===== src/rtl/tdes_sched_pkg.sv =====
// Shared types and defaults for the 3-DES decrypt scheduler.
// Blocks use DES bit numbering, bit 1 is the MSB.
package tdes_sched_pkg;

  typedef logic [1:64] block_t;

  typedef enum logic [2:0] {
    S_IDLE,
    S_START,
    S_WAIT,
    S_RESP,
    S_FLUSH
  } state_t;

  localparam int TIMEOUT_DEF = 255;
  localparam int FLUSH_DEF   = 2;

endpackage


===== src/rtl/tdes_sched_if.sv =====
// Requester channel: request handshake plus held response.
// master = requester side, slave = scheduler side.
interface tdes_sched_if;
  import tdes_sched_pkg::*;

  logic   req_valid;
  block_t req_data;
  block_t req_key1;
  block_t req_key2;
  logic   req_ready;
  logic   rsp_valid;
  block_t rsp_data;
  logic   rsp_err;
  logic   rsp_ready;

  modport master (
    output req_valid, req_data, req_key1, req_key2, rsp_ready,
    input  req_ready, rsp_valid, rsp_data, rsp_err
  );

  modport slave (
    input  req_valid, req_data, req_key1, req_key2, rsp_ready,
    output req_ready, rsp_valid, rsp_data, rsp_err
  );

endinterface


===== src/rtl/tdes_rr_arb.sv =====
// Two-way round-robin arbiter, one-hot grant.
// last = index of the requester granted most recently.
module tdes_rr_arb (
  input  logic [1:0] valid,
  input  logic       last,
  output logic [1:0] gnt
);

  always_comb begin
    gnt = 2'b00;
    unique case (valid)
      2'b11:   gnt = last ? 2'b01 : 2'b10;
      2'b01:   gnt = 2'b01;
      2'b10:   gnt = 2'b10;
      default: gnt = 2'b00;
    endcase
  end

endmodule


===== src/rtl/tdes_sched.sv =====
// Schedules two requesters onto one 3-DES decrypt core,
// with timeout abort and core flush.
module tdes_sched
  import tdes_sched_pkg::*;
#(
  parameter int TIMEOUT_CYCLES = TIMEOUT_DEF,
  parameter int FLUSH_CYCLES   = FLUSH_DEF
) (
  input  logic         clk,
  input  logic         reset,
  tdes_sched_if.slave  ch0,
  tdes_sched_if.slave  ch1,
  output logic         core_ready,
  output logic         core_mode,
  output block_t       core_in_data,
  output block_t       core_key1,
  output block_t       core_key2,
  output logic         core_reset,
  input  block_t       core_out_data,
  input  logic         core_output_ok,
  output logic         busy
);

  localparam int CW = $clog2(TIMEOUT_CYCLES + 1);
  localparam int FW = $clog2(FLUSH_CYCLES + 1);

  state_t        state, nxt;
  logic [CW-1:0] cnt;
  logic [FW-1:0] fcnt;
  block_t        op_data, op_k1, op_k2, res_data;
  logic          res_err, owner, last;
  logic [1:0]    gnt;
  logic          accept, done, timeout, flush_done, rsp_hs;

  tdes_rr_arb u_arb (
    .valid ({ch1.req_valid, ch0.req_valid}),
    .last  (last),
    .gnt   (gnt)
  );

  assign ch0.req_ready = (state == S_IDLE) && gnt[0];
  assign ch1.req_ready = (state == S_IDLE) && gnt[1];
  assign accept = ch0.req_ready || ch1.req_ready;

  assign done    = (state == S_WAIT) && core_output_ok;
  assign timeout = (state == S_WAIT) && !core_output_ok &&
                   (cnt == CW'(TIMEOUT_CYCLES - 1));
  assign flush_done = (state == S_FLUSH) &&
                      (fcnt == FW'(FLUSH_CYCLES - 1));
  assign rsp_hs = (state == S_RESP) &&
                  (owner ? ch1.rsp_ready : ch0.rsp_ready);

  always_ff @(posedge clk or negedge reset) begin
    if (!reset) state <= S_IDLE;
    else        state <= nxt;
  end

  always_comb begin
    nxt = state;
    unique case (state)
      S_IDLE:  if (accept) nxt = S_START;
      S_START: nxt = S_WAIT;
      S_WAIT: begin
        if (done)         nxt = S_RESP;
        else if (timeout) nxt = S_FLUSH;
      end
      S_FLUSH: if (flush_done) nxt = S_RESP;
      S_RESP:  if (rsp_hs) nxt = S_IDLE;
      default: nxt = S_IDLE;
    endcase
  end

  // Operands change only on acceptance, so they hold through WAIT/FLUSH.
  always_ff @(posedge clk or negedge reset) begin
    if (!reset) begin
      op_data  <= '0;
      op_k1    <= '0;
      op_k2    <= '0;
      owner    <= 1'b0;
      last     <= 1'b1;
      cnt      <= '0;
      fcnt     <= '0;
      res_data <= '0;
      res_err  <= 1'b0;
    end else begin
      if (accept) begin
        op_data <= gnt[1] ? ch1.req_data : ch0.req_data;
        op_k1   <= gnt[1] ? ch1.req_key1 : ch0.req_key1;
        op_k2   <= gnt[1] ? ch1.req_key2 : ch0.req_key2;
        owner   <= gnt[1];
        last    <= gnt[1];
      end
      if (state == S_START)
        cnt <= '0;
      else if (state == S_WAIT && cnt != CW'(TIMEOUT_CYCLES))
        cnt <= cnt + 1'b1;
      if (state == S_WAIT)
        fcnt <= '0;
      else if (state == S_FLUSH)
        fcnt <= fcnt + 1'b1;
      if (done) begin
        res_data <= core_out_data;
        res_err  <= 1'b0;
      end else if (timeout) begin
        res_data <= '0;
        res_err  <= 1'b1;
      end
    end
  end

  assign core_ready   = (state == S_START);
  assign core_mode    = 1'b1;
  assign core_in_data = op_data;
  assign core_key1    = op_k1;
  assign core_key2    = op_k2;
  assign core_reset   = !reset || (state == S_FLUSH);
  assign busy         = (state != S_IDLE);

  assign ch0.rsp_valid = (state == S_RESP) && !owner;
  assign ch1.rsp_valid = (state == S_RESP) && owner;
  assign ch0.rsp_data  = ch0.rsp_valid ? res_data : '0;
  assign ch1.rsp_data  = ch1.rsp_valid ? res_data : '0;
  assign ch0.rsp_err   = ch0.rsp_valid && res_err;
  assign ch1.rsp_err   = ch1.rsp_valid && res_err;

endmodule


===== src/flat_wrapper.sv =====
// flat-port wrapper written by rule: the top's interface ports become plain ports
module tdes_sched_flat import tdes_sched_pkg::*;
#(
  parameter int TIMEOUT_CYCLES = TIMEOUT_DEF,
  parameter int FLUSH_CYCLES   = FLUSH_DEF
)
  (clk, reset, core_ready, core_mode, core_in_data, core_key1, core_key2, core_reset, core_out_data, core_output_ok, busy, ch0_req_valid, ch0_req_data, ch0_req_key1, ch0_req_key2, ch0_rsp_ready, ch0_req_ready, ch0_rsp_valid, ch0_rsp_data, ch0_rsp_err, ch1_req_valid, ch1_req_data, ch1_req_key1, ch1_req_key2, ch1_rsp_ready, ch1_req_ready, ch1_rsp_valid, ch1_rsp_data, ch1_rsp_err);
  tdes_sched_if ch0_i ();
  tdes_sched_if ch1_i ();
  input  logic clk;
  input  logic reset;
  output logic core_ready;
  output logic core_mode;
  output block_t core_in_data;
  output block_t core_key1;
  output block_t core_key2;
  output logic core_reset;
  input  block_t core_out_data;
  input  logic core_output_ok;
  output logic busy;
  input wire logic [$bits(ch0_i.req_valid)-1:0] ch0_req_valid;
  input wire logic [$bits(ch0_i.req_data)-1:0] ch0_req_data;
  input wire logic [$bits(ch0_i.req_key1)-1:0] ch0_req_key1;
  input wire logic [$bits(ch0_i.req_key2)-1:0] ch0_req_key2;
  input wire logic [$bits(ch0_i.rsp_ready)-1:0] ch0_rsp_ready;
  output wire logic [$bits(ch0_i.req_ready)-1:0] ch0_req_ready;
  output wire logic [$bits(ch0_i.rsp_valid)-1:0] ch0_rsp_valid;
  output wire logic [$bits(ch0_i.rsp_data)-1:0] ch0_rsp_data;
  output wire logic [$bits(ch0_i.rsp_err)-1:0] ch0_rsp_err;
  input wire logic [$bits(ch1_i.req_valid)-1:0] ch1_req_valid;
  input wire logic [$bits(ch1_i.req_data)-1:0] ch1_req_data;
  input wire logic [$bits(ch1_i.req_key1)-1:0] ch1_req_key1;
  input wire logic [$bits(ch1_i.req_key2)-1:0] ch1_req_key2;
  input wire logic [$bits(ch1_i.rsp_ready)-1:0] ch1_rsp_ready;
  output wire logic [$bits(ch1_i.req_ready)-1:0] ch1_req_ready;
  output wire logic [$bits(ch1_i.rsp_valid)-1:0] ch1_rsp_valid;
  output wire logic [$bits(ch1_i.rsp_data)-1:0] ch1_rsp_data;
  output wire logic [$bits(ch1_i.rsp_err)-1:0] ch1_rsp_err;
  assign ch0_i.req_valid = ch0_req_valid;
  assign ch0_i.req_data = ch0_req_data;
  assign ch0_i.req_key1 = ch0_req_key1;
  assign ch0_i.req_key2 = ch0_req_key2;
  assign ch0_i.rsp_ready = ch0_rsp_ready;
  assign ch0_req_ready = ch0_i.req_ready;
  assign ch0_rsp_valid = ch0_i.rsp_valid;
  assign ch0_rsp_data = ch0_i.rsp_data;
  assign ch0_rsp_err = ch0_i.rsp_err;
  assign ch1_i.req_valid = ch1_req_valid;
  assign ch1_i.req_data = ch1_req_data;
  assign ch1_i.req_key1 = ch1_req_key1;
  assign ch1_i.req_key2 = ch1_req_key2;
  assign ch1_i.rsp_ready = ch1_rsp_ready;
  assign ch1_req_ready = ch1_i.req_ready;
  assign ch1_rsp_valid = ch1_i.rsp_valid;
  assign ch1_rsp_data = ch1_i.rsp_data;
  assign ch1_rsp_err = ch1_i.rsp_err;
  tdes_sched #(.TIMEOUT_CYCLES(TIMEOUT_CYCLES), .FLUSH_CYCLES(FLUSH_CYCLES)) u_core (.clk(clk), .reset(reset), .ch0(ch0_i), .ch1(ch1_i), .core_ready(core_ready), .core_mode(core_mode), .core_in_data(core_in_data), .core_key1(core_key1), .core_key2(core_key2), .core_reset(core_reset), .core_out_data(core_out_data), .core_output_ok(core_output_ok), .busy(busy));
endmodule

===== config.mk =====
export PLATFORM = sky130hd
export DESIGN_NAME = tdes_sched_flat
export DESIGN_NICKNAME = d
export VERILOG_FILES = /design/src/rtl/tdes_sched_pkg.sv /design/src/rtl/tdes_sched_if.sv /design/src/rtl/tdes_rr_arb.sv /design/src/rtl/tdes_sched.sv /design/src/flat_wrapper.sv
export SDC_FILE = /design/constraint.sdc
export NUM_CORES = 1
export LEC_CHECK = 0
export CORE_AREA = 4 4 303 305
export CTS_CLUSTER_SIZE = 14
export DETAILED_ROUTE_END_ITERATION = 8
export DIE_AREA = 0 0 307 309
export PLACE_DENSITY = 0.49
export SKIP_LAST_GASP = 1
export SLEW_MARGIN = 20
export SYNTH_ARGS = -nofsm -noshare
export SYNTH_HDL_FRONTEND = slang
export SYNTH_HIERARCHICAL = 1
export SYNTH_SLANG_ARGS = --single-unit

===== constraint.sdc =====
create_clock -name clk -period 3.75 [get_ports clk]
set_input_delay 1.125 -clock clk [delete_from_list [all_inputs] [get_ports clk]]
set_output_delay 1.125 -clock clk [all_outputs]
set_load 0.01 [all_outputs]

==> run metrics <==
status=completed; row count=110; most area-consuming cells after synthesis=dfrtp_1 52%, mux2i_1 15%, a21oi_1 7.5%; CP Capture Type=output port; initial antenna violation count=1; Max VDD drop=219 µV; Syn-to-layout area delta=79.4%; Final #Nets=2446; cts bufs inserted=35; Sw Ratio=0.353; CP Cell Sequence=clkdlybuf4s50_1 > a21boi_4 > and2_1 > clkdlybuf4s50_1; Most common cell on crit path=clkdlybuf4s50_1; clock buffer depth=3; Seq/Total Area, Yosys=0.524; Int Power=10600 µW; Synth area leader=dfrtp_1; RSZ-0062 raised after global routing=false; # diodes=0; Tightest Pin Transition=0.932 ns; IO Port Bufs=783; Synth Area per Inst=10.6 µm²; number of synthesized flops with an enable pin=0; PwrDens=704 mW/mm²; Max Cap Viol=0; #FFs+latches synth=272; Routed WL per cell=17.2 µm; Data arrival, critical path=2.55 ns; gpl congestion=0.856; Worst path max stage delay=0.55 ns; Leakage=0.00941 µW; Hold Vio Cnt, Final=0; post-route ant nets=0; final setup fails=0; Slew headroom=0.379; Post-Syn Nets=1685; Slowest-stage cell, CP=clkdlybuf4s50_1; CTS Hold Buffers Added=0; vias per std cell=3.76; Cell variety after synth=49; TritonRoute pass-1 iters=5; die width=307 µm; CP top delay family=buffers and inverters; cell area after synthesis=0.0130 mm²; die height=309 µm; CP Data Required Time=2.62 ns; worst skew pair latency=0.53 ns; Comb pwr share=0.466; post-DP HPWL=43.6 mm; Fmax=272 MHz; share of cells above drive strength 1=0.0537; Starting Density=0.145; # DRC=0; Clock power frac=0.212; vias in the first global route=12800; CTS root buffer=clkbuf_16; TritonCTS clock tree=done; worst hold path type=register to register; H-tree levels=2; max-slew violation count=0; GRT Total Usage=0.108; Die ar.=0.0949 mm²; period utilization=0.980; clock transition at the registers of the reported paths=0.05 ns; Clock Skew=0.00776 ns; CTS sink count=272; Routed WL=54.8 mm; vias=12000; CP max FO=2; DRT iter0 DRCs=491; Gate Count Post-Synth=1227; largest net degree at the start of global routing=135; total power=16400 µW; share of synthesized flip-flops with an asynchronous set or reset=1.00; Yosys warnings=6; fill count=9399; ys flop type=dfrtp_1; core box area=0.0893 mm²; Crit path buffers/inverters=2; setup TNS=0 ns; io pins=785; Synth top area share=0.522; Reg power frac=0.322; Tmin final=3.68 ns; first-pass GRT wire length=79.2 mm; Worst setup SP type=input pin; critical path class=input pin to output port; gr ovfl total=0; Sw Pwr=5790 µW
==> power by group through the flow <==
| stage | logic (µW) | clock network [µW] | registers (µW) |
|---|---|---|---|
| floorplan | 3130 | 0 | 5560 |
| global placement | 7690 | 0 | 5300 |
| detailed placement | 7760 | 0 | 5350 |
| CTS | 7790 | 3650 | 5330 |
| global route | 8320 | 3770 | 5480 |
| finish | 7640 | 3480 | 5280 |
==> what timing repair did <==
item,4_1_cts,5_1_grt
endpoints found under the setup margin,26,6
gates resized for setup,1,1
buffers inserted,0,2
==> final timing paths <==
kind                                  from                  end  slack (ns)  cells after the start
max                          ch1_req_valid        ch1_req_ready        0.07                      4
min                         u_core/fcnt[1]       u_core/fcnt[1]        0.48                      2
max reg2reg                u_core/state[0]  u_core/res_data[46]        1.32                      5
min reg2reg                 u_core/fcnt[1]       u_core/fcnt[1]        0.48                      2
max in group asynchronous            reset  u_core/core_key2[7]        1.97                      3
min in group asynchronous            reset       u_core/fcnt[0]        0.62                      2
==> Yosys cell counts (6+ instances only) <==
| library cell | number |
|---|---|
| mux2i_1 | 194 |
| clkbuf_2 | 8 |
| nand3_1 | 6 |
| buf_6 | 26 |
| clkbuf_1 | 8 |
| and2_1 | 133 |
| a22o_1 | 64 |
| buf_2 | 52 |
| inv_1 | 7 |
| a21oi_1 | 194 |
| nand2_1 | 9 |
| dfrtp_1 | 271 |
| nor2_1 | 201 |
==> worst register-to-register path: cells and delay by family (launching register included) <==
family / cells / cell delay, ns
DFF: 1 / 0.40
buffers and inverters: 2 / 0.73
AOI/OAI and AO/OA: 1 / 0.34
and+or+nand+nor: 2 / 0.90
==> cell usage in the layout (no fill, tap or decap), drive strengths merged, types with 2 or more instances in the layout <==
master           n
buf             39
nand3            6
nand2           10
nor2b            3
dfrtp          271
a21boi           2
and2           133
nand2b           2
clkinv           5
nor2           202
clkbuf          51
nor3             4
bufinv           4
inv              8
a21o             3
nand4            4
a21oi          194
mux2i          194
a22o            64
ha               3
clkdlybuf4s50  782
o21ai            9
==> layer usage <==
layer / global-route usage / share of wire / vias up
met5: 0 / 0 / -
met4: 0.0371 / 0.031 / 0
met3: 0.0300 / 0.077 / 75
met2: 0.200 / 0.52 / 505
met1: 0.119 / 0.37 / 5621
li1: - / - / 5770
==> per-stage QoR <==
step                hold slack, ns  setup slack [ns]  utilization  cell area, µm²  instances
floorplan                    0.448             0.786            -           13000       1227
global placement             0.463            0.0343        0.247           22100       3125
detailed placement           0.478            0.0425        0.247           22100       3125
CTS                          0.490           0.00467        0.261           23300       3185
global route                 0.537            0.0211        0.261           23300       3187
finish                       0.481            0.0750        0.261           23300       3187
==> sequential cells by signal (all words and copies together) (netlist names) <==
name                 cells
u_core/fcnt              2
u_core/cnt               8
u_core/core_key2        64
u_core/res_err           1
u_core/state             3
u_core/last              1
u_core/core_key1        64
u_core/core_in_data     64
u_core/res_data         64
u_core/owner             1
==> cells by family (layout without fill, tap and decap cells) <==
| logic type | after synthesis | in the layout | synth area share |
|---|---|---|---|
| multiplexers | 195 | 195 | 0.150 |
| other | 1 | 1 | 0.000289 |
| XOR/XNOR | 1 | 1 | 0.000674 |
| buffers and inverters | 105 | 889 | 0.0520 |
| adder cells (fa/ha/maj) | 3 | 3 | 0.00289 |
| flip-flops | 272 | 272 | 0.524 |
| AND/OR/NAND/NOR | 369 | 369 | 0.139 |
| AO/OA/AOI/OAI | 281 | 281 | 0.131 |
==> final cells by class <==
class	count	area (µm²)	share of cell area
timing repair buffer	821	8250	0.354
inverter	8	30.0	0.00129
multi-input combinational	850	5550	0.238
tap	1176	1470	0.0631
clock inverter	9	145	0.00623
sequential	272	6810	0.292
clock buffer	51	1040	0.0446
Power figures use the tool's default switching activity.
